File: config.mk
export PLATFORM = sky130hd
export DESIGN_NAME = cpu_fetch_unit
export DESIGN_NICKNAME = d
export VERILOG_FILES = /design/src/rtl/cpu_fetch_unit.sv
export SDC_FILE = /design/constraint.sdc
export NUM_CORES = 1
export LEC_CHECK = 0
export CAP_MARGIN = 20
export CORE_MARGIN = 5
export CORE_UTILIZATION = 38
export DETAILED_ROUTE_END_ITERATION = 8
export HOLD_SLACK_MARGIN = 0.02
export PLACE_DENSITY = 0.82
export SYNTH_ARGS = -nofsm -noshare
export SYNTH_HDL_FRONTEND = slang
export SYNTH_SLANG_ARGS = --single-unit
File: constraint.sdc
create_clock -name clk -period 2.1 [get_ports clk]
set_input_delay 0.21 -clock clk [delete_from_list [all_inputs] [get_ports clk]]
set_output_delay 0.21 -clock clk [all_outputs]
set_load 0.01 [all_outputs]
File: src/rtl/cpu_fetch_unit.sv
// Instruction fetch stage: owns the PC, runs a level read handshake on the bus
// and strobes the fetched word into the IR. Optional bus timeout: CPU_FETCH_TIMEOUT_EN.
module cpu_fetch_unit #(
  parameter logic [31:0] RESET_PC       = 32'h0000_0000,
  parameter int unsigned TIMEOUT_CYCLES = 255
) (
  input  logic        clk,
  input  logic        rst,
  input  logic        start,
  input  logic        pc_load,
  input  logic [31:0] pc_new,
  input  logic        pc_inc,
  input  logic        fault_clr,
  output logic [31:0] bus_addr,
  output logic        bus_rd,
  input  logic [31:0] bus_rdata,
  input  logic        bus_ack,
  output logic [31:0] ir_data,
  output logic        ir_wr,
  output logic [31:0] pc,
  output logic        busy,
  output logic        done,
  output logic        fault,
  output logic [1:0]  fault_code
);

  typedef enum logic [1:0] {S_IDLE, S_REQ, S_DONE, S_FAULT} state_t;

  localparam logic [1:0] FC_NONE    = 2'b00;
  localparam logic [1:0] FC_MISALGN = 2'b01;
`ifdef CPU_FETCH_TIMEOUT_EN
  localparam logic [1:0]  FC_TMO    = 2'b10;
  localparam logic [15:0] TMO_LAST  = 16'(TIMEOUT_CYCLES - 1);
  logic [15:0] cnt_q;
`endif

  state_t      state_q;
  logic [31:0] pc_q;
  logic        bus_rd_q;
  logic        done_q;
  logic [1:0]  fcode_q;

  always_ff @(posedge clk or posedge rst) begin
    if (rst) begin
      state_q  <= S_IDLE;
      pc_q     <= RESET_PC;
      bus_rd_q <= 1'b0;
      done_q   <= 1'b0;
      fcode_q  <= FC_NONE;
`ifdef CPU_FETCH_TIMEOUT_EN
      cnt_q    <= '0;
`endif
    end else begin
      done_q <= 1'b0;
      case (state_q)
        S_IDLE: begin
          // Any PC update in the same cycle swallows start.
          if (pc_load)       pc_q <= pc_new;
          else if (pc_inc)   pc_q <= pc_q + 32'd4;
          else if (start) begin
            if (pc_q[1:0] != 2'b00) begin
              state_q <= S_FAULT;
              fcode_q <= FC_MISALGN;
            end else begin
              state_q  <= S_REQ;
              bus_rd_q <= 1'b1;
`ifdef CPU_FETCH_TIMEOUT_EN
              cnt_q    <= '0;
`endif
            end
          end
        end
        S_REQ: begin
          if (bus_ack) begin
            state_q  <= S_DONE;
            bus_rd_q <= 1'b0;
            done_q   <= 1'b1;
          end
`ifdef CPU_FETCH_TIMEOUT_EN
          else if (cnt_q == TMO_LAST) begin
            state_q  <= S_FAULT;
            bus_rd_q <= 1'b0;
            fcode_q  <= FC_TMO;
          end else begin
            cnt_q <= cnt_q + 16'd1;
          end
`endif
        end
        S_DONE: state_q <= S_IDLE;
        S_FAULT: begin
          if (fault_clr) begin
            state_q <= S_IDLE;
            fcode_q <= FC_NONE;
          end
        end
        default: state_q <= S_IDLE;
      endcase
    end
  end

  // IR write is a same-cycle pass-through of the bus ack while requesting.
  assign ir_wr      = (state_q == S_REQ) && bus_ack;
  assign ir_data    = ir_wr ? bus_rdata : 32'h0;
  assign bus_addr   = pc_q;
  assign bus_rd     = bus_rd_q;
  assign pc         = pc_q;
  assign busy       = (state_q != S_IDLE);
  assign done       = done_q;
  assign fault      = (state_q == S_FAULT);
  assign fault_code = fcode_q;

endmodule

# [Word-level counts from Yosys, hierarchy flattened]
# Cells that the tools add are included.
[op_classes] add_sub_neg=1 eq_ne=10 n_mux=23 reduce_logical=11
[op_table] op="$mux W32" count=3
[op_table] op="$add A32 B3 Y32 const B" count=1
[op_table] op="$mux W2" count=10
[op_table] op="$ne A2 B2 Y1 const B" count=7
[op_table] op="$reduce_and A6 Y1" count=2
[op_table] op="$reduce_bool A2 Y1" count=5
[op_table] op="$pmux W2 S4" count=1
[op_table] op="$mux W1" count=7
[op_table] op="$reduce_and A5 Y1" count=1
[op_table] op="$eq A2 B2 Y1 const B" count=2
[op_table] op="$pmux W2 S2" count=1
[op_table] op="$eq A2 B1 Y1 const B" count=1
[op_table] op="$logic_not A2 Y1" count=1
[op_table] op="$pmux W1 S2" count=1
[op_table] op="$reduce_and A2 Y1" count=1
[op_table] op="$logic_and A1 B1 Y1" count=1
[totals] reg_bits=38 input_bits=71

# [Logic depth before layout (Yosys ltp)]
# Gate-level depths: netlist of the first run.
[depth] ltp_word=6 ltp_mapped=7 depth_no_buf=6

# [Least setup slack after synthesis of the first run]
# Ideal clock, no wire load.
[synth_path] kind="register to register" from="register pc_q[2], in the netlist bus_addr[2]" to="register pc_q[20], in the netlist bus_addr[20]" setup_ns=0.096 arrival_time_ns=1.792 required_ns=2.004 slack_ns=0.212 stages_incl_launch_ff=8 path_buffers=1 path_cell_list="dfrtp_1 -> ha_1 -> nand4_4 -> nor4_4 -> and2_1 -> buf_6 -> a311oi_1 -> a311oi_2"
[synth_between] elab_chain_len=3
[synth_rtl] element="start: declaration" line="38" text="logic [31:0] pc_q;"
[synth_rtl] element="start signal: assignment" line="58" text="if (pc_load) pc_q <= pc_new;"
[synth_rtl] element="start signal: assignment" line="59" text="else if (pc_inc) pc_q <= pc_q + 32'd4;"
[synth_rtl] element="$add A32 B3 Y32" line="59"
[synth_rtl] element="$mux W32" line="59"
[synth_rtl] element="$mux W32" line="58"
# No other way between the ends. The select of a mux whose other input is x is not followed.
# A chain may end at the register's enable or synchronous reset.

# [Final worst setup path of the first run]
[layout_path] from="register state_q[1]" to="output ir_data[0]"
[layout_between] elab_chain_len=3
[layout_rtl] element="start: declaration" line="37" text="state_t state_q;"
[layout_rtl] element="start signal: assignment" line="45" text="state_q <= S_IDLE;"
[layout_rtl] element="start signal: assignment" line="62" text="state_q <= S_FAULT;"
[layout_rtl] element="start signal: assignment" line="65" text="state_q <= S_REQ;"
[layout_rtl] element="$eq A2 B1 Y1" line="102" text="assign ir_wr = (state_q == S_REQ) && bus_ack;"
[layout_rtl] element="$logic_and A1 B1 Y1" line="102"
[layout_rtl] element="$mux W32" line="103" text="assign ir_data = ir_wr ? bus_rdata : 32'h0;"
[layout_rtl] element="end: declaration" line="18" text="output logic [31:0] ir_data,"
# No other way between the ends.

==> results.cfg, run 1 <==
[critical_path]
setup.worst_path.end_class = output port
number_of_cells_traversed_by_the_worst_register_to_register_path = 6
endpoint = ir_data[0]
critical_path.reg2reg.endpoint = bus_addr[20]
r2r_start = bus_addr[3]
timing.setup.critical_path_class = reg2out
worst_setup_path_start_kind = flip-flop
worstSetupStartpoint = state_q[1]
cp_max_fo = 28
endpoint_arrival_time_on_the_critical_path_ns = 1.81
cp.required_ns = 1.89
setup.reg_to_reg.worst_slack_ns = 0.16

[routing]
routed-wl-met2_um = 5120
met1_length_um = 3780
top_layer_used = met4
post-route-drc-count = 0
dr_total_vias = 3201
drt_wl_total_um = 9970
drt-wirelength-per-cell_um = 17.0
initialDrtViolationCount = 184
antenna_violating_nets_post_route = 0
firstDrtPassIters = 4
post_drt_via_cell_ratio = 5.46
dr_wl_met3_um = 959

[clock_network]
cts_tree = built
worstSkewPairLatency_ns = 0.29
post_cts_hold_buffer_count = 0
maximum_level_of_the_cts_h_tree = 2
numCtsBuffers = 5
tritoncts_num_sinks = 37
cts.reportedPaths.clkPinSlew_ns = 0.07
clock_path_buffers = 2
root_buffer = sky130_fd_sc_hd__clkbuf_8

[global_route]
first_pass_grt_wire_length_um = 16200
gr-usage-all-layers_pct = 20.7
gr-total-overflow = 0
antenna_found_initial = 0
first_global_vias = 3249
maximum_number_of_pins_on_one_net_before_global_route_repair = 48

[cells_and_area]
flow.area_growth_from_synthesis_pct = 64.2
multi_input_area_mm2 = 0.00152
antenna-diode-count = 0
layout-drive-gt1-share_pct = 11.5
fillers = 642
layout.area.seq_um2 = 928
layout.cells.non_filler = 586
layout_commonest_cell = sky130_fd_sc_hd__clkdlybuf4s50_1
finalNetCount = 558
layout.cells.most_common_list = sky130_fd_sc_hd__clkdlybuf4s50_1 (142), sky130_fd_sc_hd__dfrtp_1 (35), sky130_fd_sc_hd__and2_1 (33)

[timing]
setup_viol_count_final = 0
timing_hold_violations_final = 0
fmax_mhz = 495
rsz0062_at_grt = false
timing.final.crit_period_ns = 2.02
setup-tns-final_ns = 0
period_share_pct = 96.2
timing.hold.ws_ns = 0.0658
slew_violations = 0
clock-skew-final_ns = 0.0106

[pwr]
share_of_power_burned_in_registers_pct = 27.1
power.clock.fraction_pct = 11.1
pwr-share-comb_pct = 61.8
power.density_mw_per_mm2 = 1250
power.leakage_nw = 2.31
p_int_mw = 3.45
power.ir.vdd_worst_mv = 0.571
power.switching_mw = 2.44
power.switching_fraction_pct = 41.4

[placement]
numPortBuffers = 172
numPlacedInstances = 575
place_congestion = 0.915
dp.final_hpwl_um = 7740

[logic_synthesis]
synth.lib_cells_used.distinct = 61
syn-cell-area_mm2 = 0.00286
synth-async-reset-ratio_pct = 100
dominantRegCellSynth = sky130_fd_sc_hd__dfrtp_1
number_of_instances_in_the_synthesized_netlist = 338
synth_edf_count = 0
synthTopCellsByArea = sky130_fd_sc_hd__dfrtp_1 (32%), sky130_fd_sc_hd__buf_4 (9.2%), sky130_fd_sc_hd__and2_1 (7.4%), sky130_fd_sc_hd__a21oi_1 (3.7%), sky130_fd_sc_hd__o21ai_0 (3.7%)
synthesis.yosys.warnings = 0
synthesis.area_per_instance_um2 = 8.47
synth.largest_area_cell = sky130_fd_sc_hd__dfrtp_1
yosys.area.top_type_share_pct = 32.3
ys_ff_latch = 37
seq_area_frac_synth_pct = 32.3
synthesis.nets = 410

[flow_run]
cap_violations = 0

[floorplanning]
die_w_um = 96.8
die-height_um = 96.8
floorplan.rows = 31
top_level_ports = 174
dieArea_mm2 = 0.00937
core-area_mm2 = 0.00729
initial_utilization_pct = 39.3

[worst_hold_path]
holdCritPathClass = in2async

[status]
status = completed
==> kinds of logic after synthesis <==
family	count (synthesis)	synth area share, %
flops	37	32.3
simple gates	141	28.8
compound gates	88	20.7
fa+ha+maj	1	0.437
buf+inv	62	14.7
mux	8	2.88
other cells	1	0.131
==> power groups by stage <==
| stage | Combinational (mW) | Sequential [mW] | Clock [mW] |
|---|---|---|---|
| final | 3.64 | 1.60 | 0.656 |
| after global routing | 3.94 | 1.68 | 0.700 |
| after CTS | 3.66 | 1.59 | 0.667 |
| after detailed placement | 3.65 | 1.60 | 0 |
| after global placement | 3.58 | 1.57 | 0 |
| after floorplan | 1.85 | 1.64 | 0 |
==> final cells by class <==
class	instances	share of cell area, %
multi-input combinational	239	32.3
sequential	37	19.7
timing repair buffer	198	42.4
inverter	5	0.399
clock inverter	1	0.639
tap	99	2.64
clock buffer	7	1.84
==> worst min path at each step <==
stage,startpoint,end,slack (ns),cells after the start
after floorplan,pc_new[2],bus_addr[2],0.35,2
after global placement,rst,done,0.37,2
after detailed placement,rst,done,0.37,2
after CTS,rst,done,0.06,2
after global routing,rst,done,0.07,2
final,rst,done,0.07,2
==> metrics by stage <==
stage	area [µm²]	utilization [%]	power (mW)	worst slack, ns
after floorplan	2860	-	3.49	0.212
after global placement	4500	61.7	5.15	0.113
after detailed placement	4500	61.7	5.25	0.0718
after CTS	4610	63.2	5.92	0.00402
after global routing	4700	64.5	6.31	0.0145
final	4700	64.5	5.90	0.0803
==> sequential cells by signal, indices dropped and copies added, names as in the netlist <==
name / count
bus_addr: 32
fault_code: 1
state_q: 2
done: 1
bus_rd: 1
==> routing by layer <==
layer  vias up  GRT usage, %
met1      1505          23.4
met2       172          37.5
met5         -             0
met4         0          3.35
met3        12          7.77
li1       1512             -
==> cells in the mapped netlist (2+ instances only) <==
cell                        number
sky130_fd_sc_hd__a311oi_1        7
sky130_fd_sc_hd__o21ai_0        21
sky130_fd_sc_hd__buf_6           3
sky130_fd_sc_hd__a41o_1          2
sky130_fd_sc_hd__and3_1         11
sky130_fd_sc_hd__a211oi_1        4
sky130_fd_sc_hd__and2_1         34
sky130_fd_sc_hd__clkbuf_1       13
sky130_fd_sc_hd__o22ai_1         4
sky130_fd_sc_hd__a31o_2          2
sky130_fd_sc_hd__nand3_1        10
sky130_fd_sc_hd__o21ai_1         2
sky130_fd_sc_hd__and4_1          2
sky130_fd_sc_hd__nor4_1          2
sky130_fd_sc_hd__a32o_1          2
sky130_fd_sc_hd__mux2_2          2
sky130_fd_sc_hd__buf_4          35
sky130_fd_sc_hd__buf_2           2
sky130_fd_sc_hd__nor2_1         16
sky130_fd_sc_hd__a21oi_1        21
sky130_fd_sc_hd__nor3_1         13
sky130_fd_sc_hd__o2bb2ai_1       2
sky130_fd_sc_hd__nand2_1        20
sky130_fd_sc_hd__or2_2           2
sky130_fd_sc_hd__o211ai_1        2
sky130_fd_sc_hd__a32oi_1         3
sky130_fd_sc_hd__a22oi_1         4
sky130_fd_sc_hd__clkbuf_8        3
sky130_fd_sc_hd__nand4_1         8
sky130_fd_sc_hd__mux2i_1         6
sky130_fd_sc_hd__inv_1           5
sky130_fd_sc_hd__dfrtp_1        37
sky130_fd_sc_hd__o311a_1         2
sky130_fd_sc_hd__or3_1           9
==> repair_timing <==
item,in CTS,in global routing
setup endpoints to repair,27,30
resized for setup,5,29
cloned,0,0
setup buffers,0,3
==> critical path, cell delays in order (launching register included) <==
cell and delay, ns:
sky130_fd_sc_hd__dfrtp_2 0.43, sky130_fd_sc_hd__and3b_2 0.28, sky130_fd_sc_hd__buf_12 0.15, sky130_fd_sc_hd__and2_1 0.12, sky130_fd_sc_hd__clkdlybuf4s50_1 0.53
No activity file was read; power rests on OpenSTA's default activity.
==> run 2, diff against run 1 <==
- ABC_AREA: default -> 1
- CORE_UTILIZATION: 38 -> 40
- CTS_BUF_LIST: default -> sky130_fd_sc_hd__clkbuf_16
==> run 2 against run 1 <==
Against the previous run:
- clock power grew 8.8%
- design area grew 5.5%
- sequential cell count is the same
- critical path type unchanged
- critical endpoint is now ir_data[16]
- largest cell class unchanged
- highest routed layer unchanged
==> results.cfg, run 2 <==
[logic_synthesis]
dominantRegCellSynth = sky130_fd_sc_hd__dfrtp_1
synthesis.nets = 606
synth-async-reset-ratio_pct = 100
synth.lib_cells_used.distinct = 30
synthTopCellsByArea = sky130_fd_sc_hd__dfrtp_1 (29%), sky130_fd_sc_hd__nand2_1 (17%), sky130_fd_sc_hd__nor2_1 (11%), sky130_fd_sc_hd__inv_1 (10%), sky130_fd_sc_hd__buf_4 (8.6%)
synthesis.yosys.warnings = 0
ys_ff_latch = 37
synth.largest_area_cell = sky130_fd_sc_hd__dfrtp_1
yosys.area.top_type_share_pct = 28.7
synthesis.area_per_instance_um2 = 6.03
number_of_instances_in_the_synthesized_netlist = 534
syn-cell-area_mm2 = 0.00322
top_cells_by_instance_count_after_synthesis = sky130_fd_sc_hd__nand2_1 (145), sky130_fd_sc_hd__nor2_1 (97), sky130_fd_sc_hd__inv_1 (89)
seq_area_frac_synth_pct = 28.7
synth.most_common_cell = sky130_fd_sc_hd__nand2_1
synth_edf_count = 0

[critical_path]
cp_max_fo = 33
r2r_start = bus_addr[3]
setup.worst_path.end_class = output port
max_stage_delay_ns = 0.55
worst_path_max_delay_cell = sky130_fd_sc_hd__clkdlybuf4s50_1
worst_setup_path_start_kind = flip-flop
timing.setup.critical_path_class = reg2out
endpoint_arrival_time_on_the_critical_path_ns = 1.80
number_of_cells_traversed_by_the_worst_register_to_register_path = 10
worstPathCellList = nor2_1 -> nand2_1 -> buf_6 -> nor2_1 -> clkdlybuf4s50_1
critical_path.reg2reg.endpoint = bus_addr[24]
setup.reg_to_reg.worst_slack_ns = 0.35
crit_top_cell = sky130_fd_sc_hd__nor2_1
cp.required_ns = 1.89

[clock_network]
numCtsBuffers = 5
root_buffer = sky130_fd_sc_hd__clkbuf_16
clock_path_buffers = 2
post_cts_hold_buffer_count = 0
tritoncts_num_sinks = 37
maximum_level_of_the_cts_h_tree = 2
cts_tree = built
cts.reportedPaths.clkPinSlew_ns = 0.05
worstSkewPairLatency_ns = 0.28

[cells_and_area]
largest_register_ffs = 32
antenna-diode-count = 0
flow.area_growth_from_synthesis_pct = 53.9
fillers = 684
finalNetCount = 744
layout-drive-gt1-share_pct = 6.09
layout_commonest_cell = sky130_fd_sc_hd__clkdlybuf4s50_1
layout.cells.most_common_list = sky130_fd_sc_hd__clkdlybuf4s50_1 (161), sky130_fd_sc_hd__nand2_1 (145), sky130_fd_sc_hd__nor2_1 (97)

[global_route]
gr-usage-all-layers_pct = 20.3
maximum_number_of_pins_on_one_net_before_global_route_repair = 47
first_pass_grt_wire_length_um = 16500
antenna_found_initial = 0
first_global_vias = 3658
gr-total-overflow = 0

[flow_run]
cap_violations = 0

[routing]
firstDrtPassIters = 5
initialDrtViolationCount = 171
antenna_violating_nets_post_route = 0
drt_wl_total_um = 10400
dr_total_vias = 3714
post_drt_via_cell_ratio = 4.79
post-route-drc-count = 0
drt-wirelength-per-cell_um = 13.4

[floorplanning]
die_w_um = 99.7
die-height_um = 99.7
floorplan.rows = 32
initial_utilization_pct = 41.5
dieArea_mm2 = 0.00995
top_level_ports = 174
core-area_mm2 = 0.00777

[timing]
timing_hold_violations_final = 0
slew_violations = 0
clock-skew-final_ns = 0.00500
timing.final.crit_period_ns = 2.01
rsz0062_at_grt = false
fmax_mhz = 497
setup-tns-final_ns = 0
timing.final.ws_setup_ns = 0.0883
period_share_pct = 95.8
setup_viol_count_final = 0

[placement]
place_congestion = 0.912
dp.final_hpwl_um = 8240
post-place-ws_ns = 0.172
numPortBuffers = 172

[worst_hold_path]
holdCritPathClass = in2async

[pwr]
power.density_mw_per_mm2 = 1210
power.ir.vdd_worst_mv = 0.622
power.leakage_nw = 2.52

[status]
status = completed
-- run 2: cell count changes after synthesis, sizes merged, moves of 10 or more --
| cell | change |
|---|---|
| or3 | -10 |
| and3 | -12 |
| nor2 | +91 |
| clkbuf | -11 |
| and2 | -32 |
| nand2 | +132 |
| inv | +85 |
| nand3 | +17 |
-- run 2: cells by family after synthesis --
kind of cell | count (synthesis) | share of synthesized area [%]
other cells | 1 | 0.116
compound gates | 56 | 9.98
simple gates | 298 | 39.1
buf+inv | 139 | 21.0
mux | 2 | 0.699
flops | 37 | 28.7
fa+ha+maj | 1 | 0.388
-- run 2: metal layers --
layer,track usage (%),up-vias,routed length (µm)
li1,-,1861,-
met2,36.2,183,5230
met5,0,-,0
met1,23.4,1650,4070
met4,5.57,0,167
met3,5.89,20,949
-- run 2: stage by stage --
| stage | utilization (%) | std cells | instance area [µm²] | power, mW | hold slack, ns |
|---|---|---|---|---|---|
| after global routing | 63.8 | 775 | 4960 | 6.48 | 0.402 |
| after floorplan | - | 534 | 3220 | 3.73 | 0.296 |
| after detailed placement | 61.6 | 766 | 4780 | 5.32 | 0.506 |
| after CTS | 63.4 | 774 | 4920 | 6.06 | 0.359 |
| after global placement | 61.6 | 766 | 4780 | 5.23 | 0.510 |
| final | 63.8 | 775 | 4960 | 6.02 | 0.339 |
-- run 2: worst max-delay path by stage --
stage	start	end	slack [ns]	depth (start not counted)
2_1_floorplan	bus_addr[3]	bus_addr[24]	0.61	10
3_3_place_gp	bus_ack	ir_data[2]	0.20	5
3_5_place_dp	bus_ack	ir_data[2]	0.17	5
4_1_cts	state_q[0]	ir_data[4]	0.006	6
5_1_grt	state_q[1]	ir_data[23]	0.0007	5
6_report	state_q[1]	ir_data[16]	0.09	5
-- run 2: critical path: cells and delay by family, from the launching register on --
| kind | cells | cell delay [ns] |
|---|---|---|
| DFF | 1 | 0.43 |
| buffers and inverters | 2 | 0.74 |
| and+or+nand+nor | 3 | 0.35 |
-- run 2: power by group --
group          internal, mW  leakage, nW  total, mW  switching, mW
combinational          1.88         2.02       3.67           1.79
sequential             1.07        0.437       1.63          0.567
clock                 0.429       0.0687      0.714          0.285
total                  3.37         2.52       6.02           2.65
-- run 2: repair_timing --
item | in CTS | in global routing
resized for setup | 1 | 11
gates cloned | 0 | 0
setup buffers | 0 | 1
setup endpoints to repair | 1 | 32
-- run 2: cell type report --
type	count	area, µm²	share of cell area (%)
multi-input cells	358	1620	32.7
repair buffers	179	1800	36.3
clock buffers	5	125	2.52
clock inverters	3	12.5	0.252
inverters	91	344	6.94
well taps	102	128	2.57
flip-flops and latches	37	926	18.7
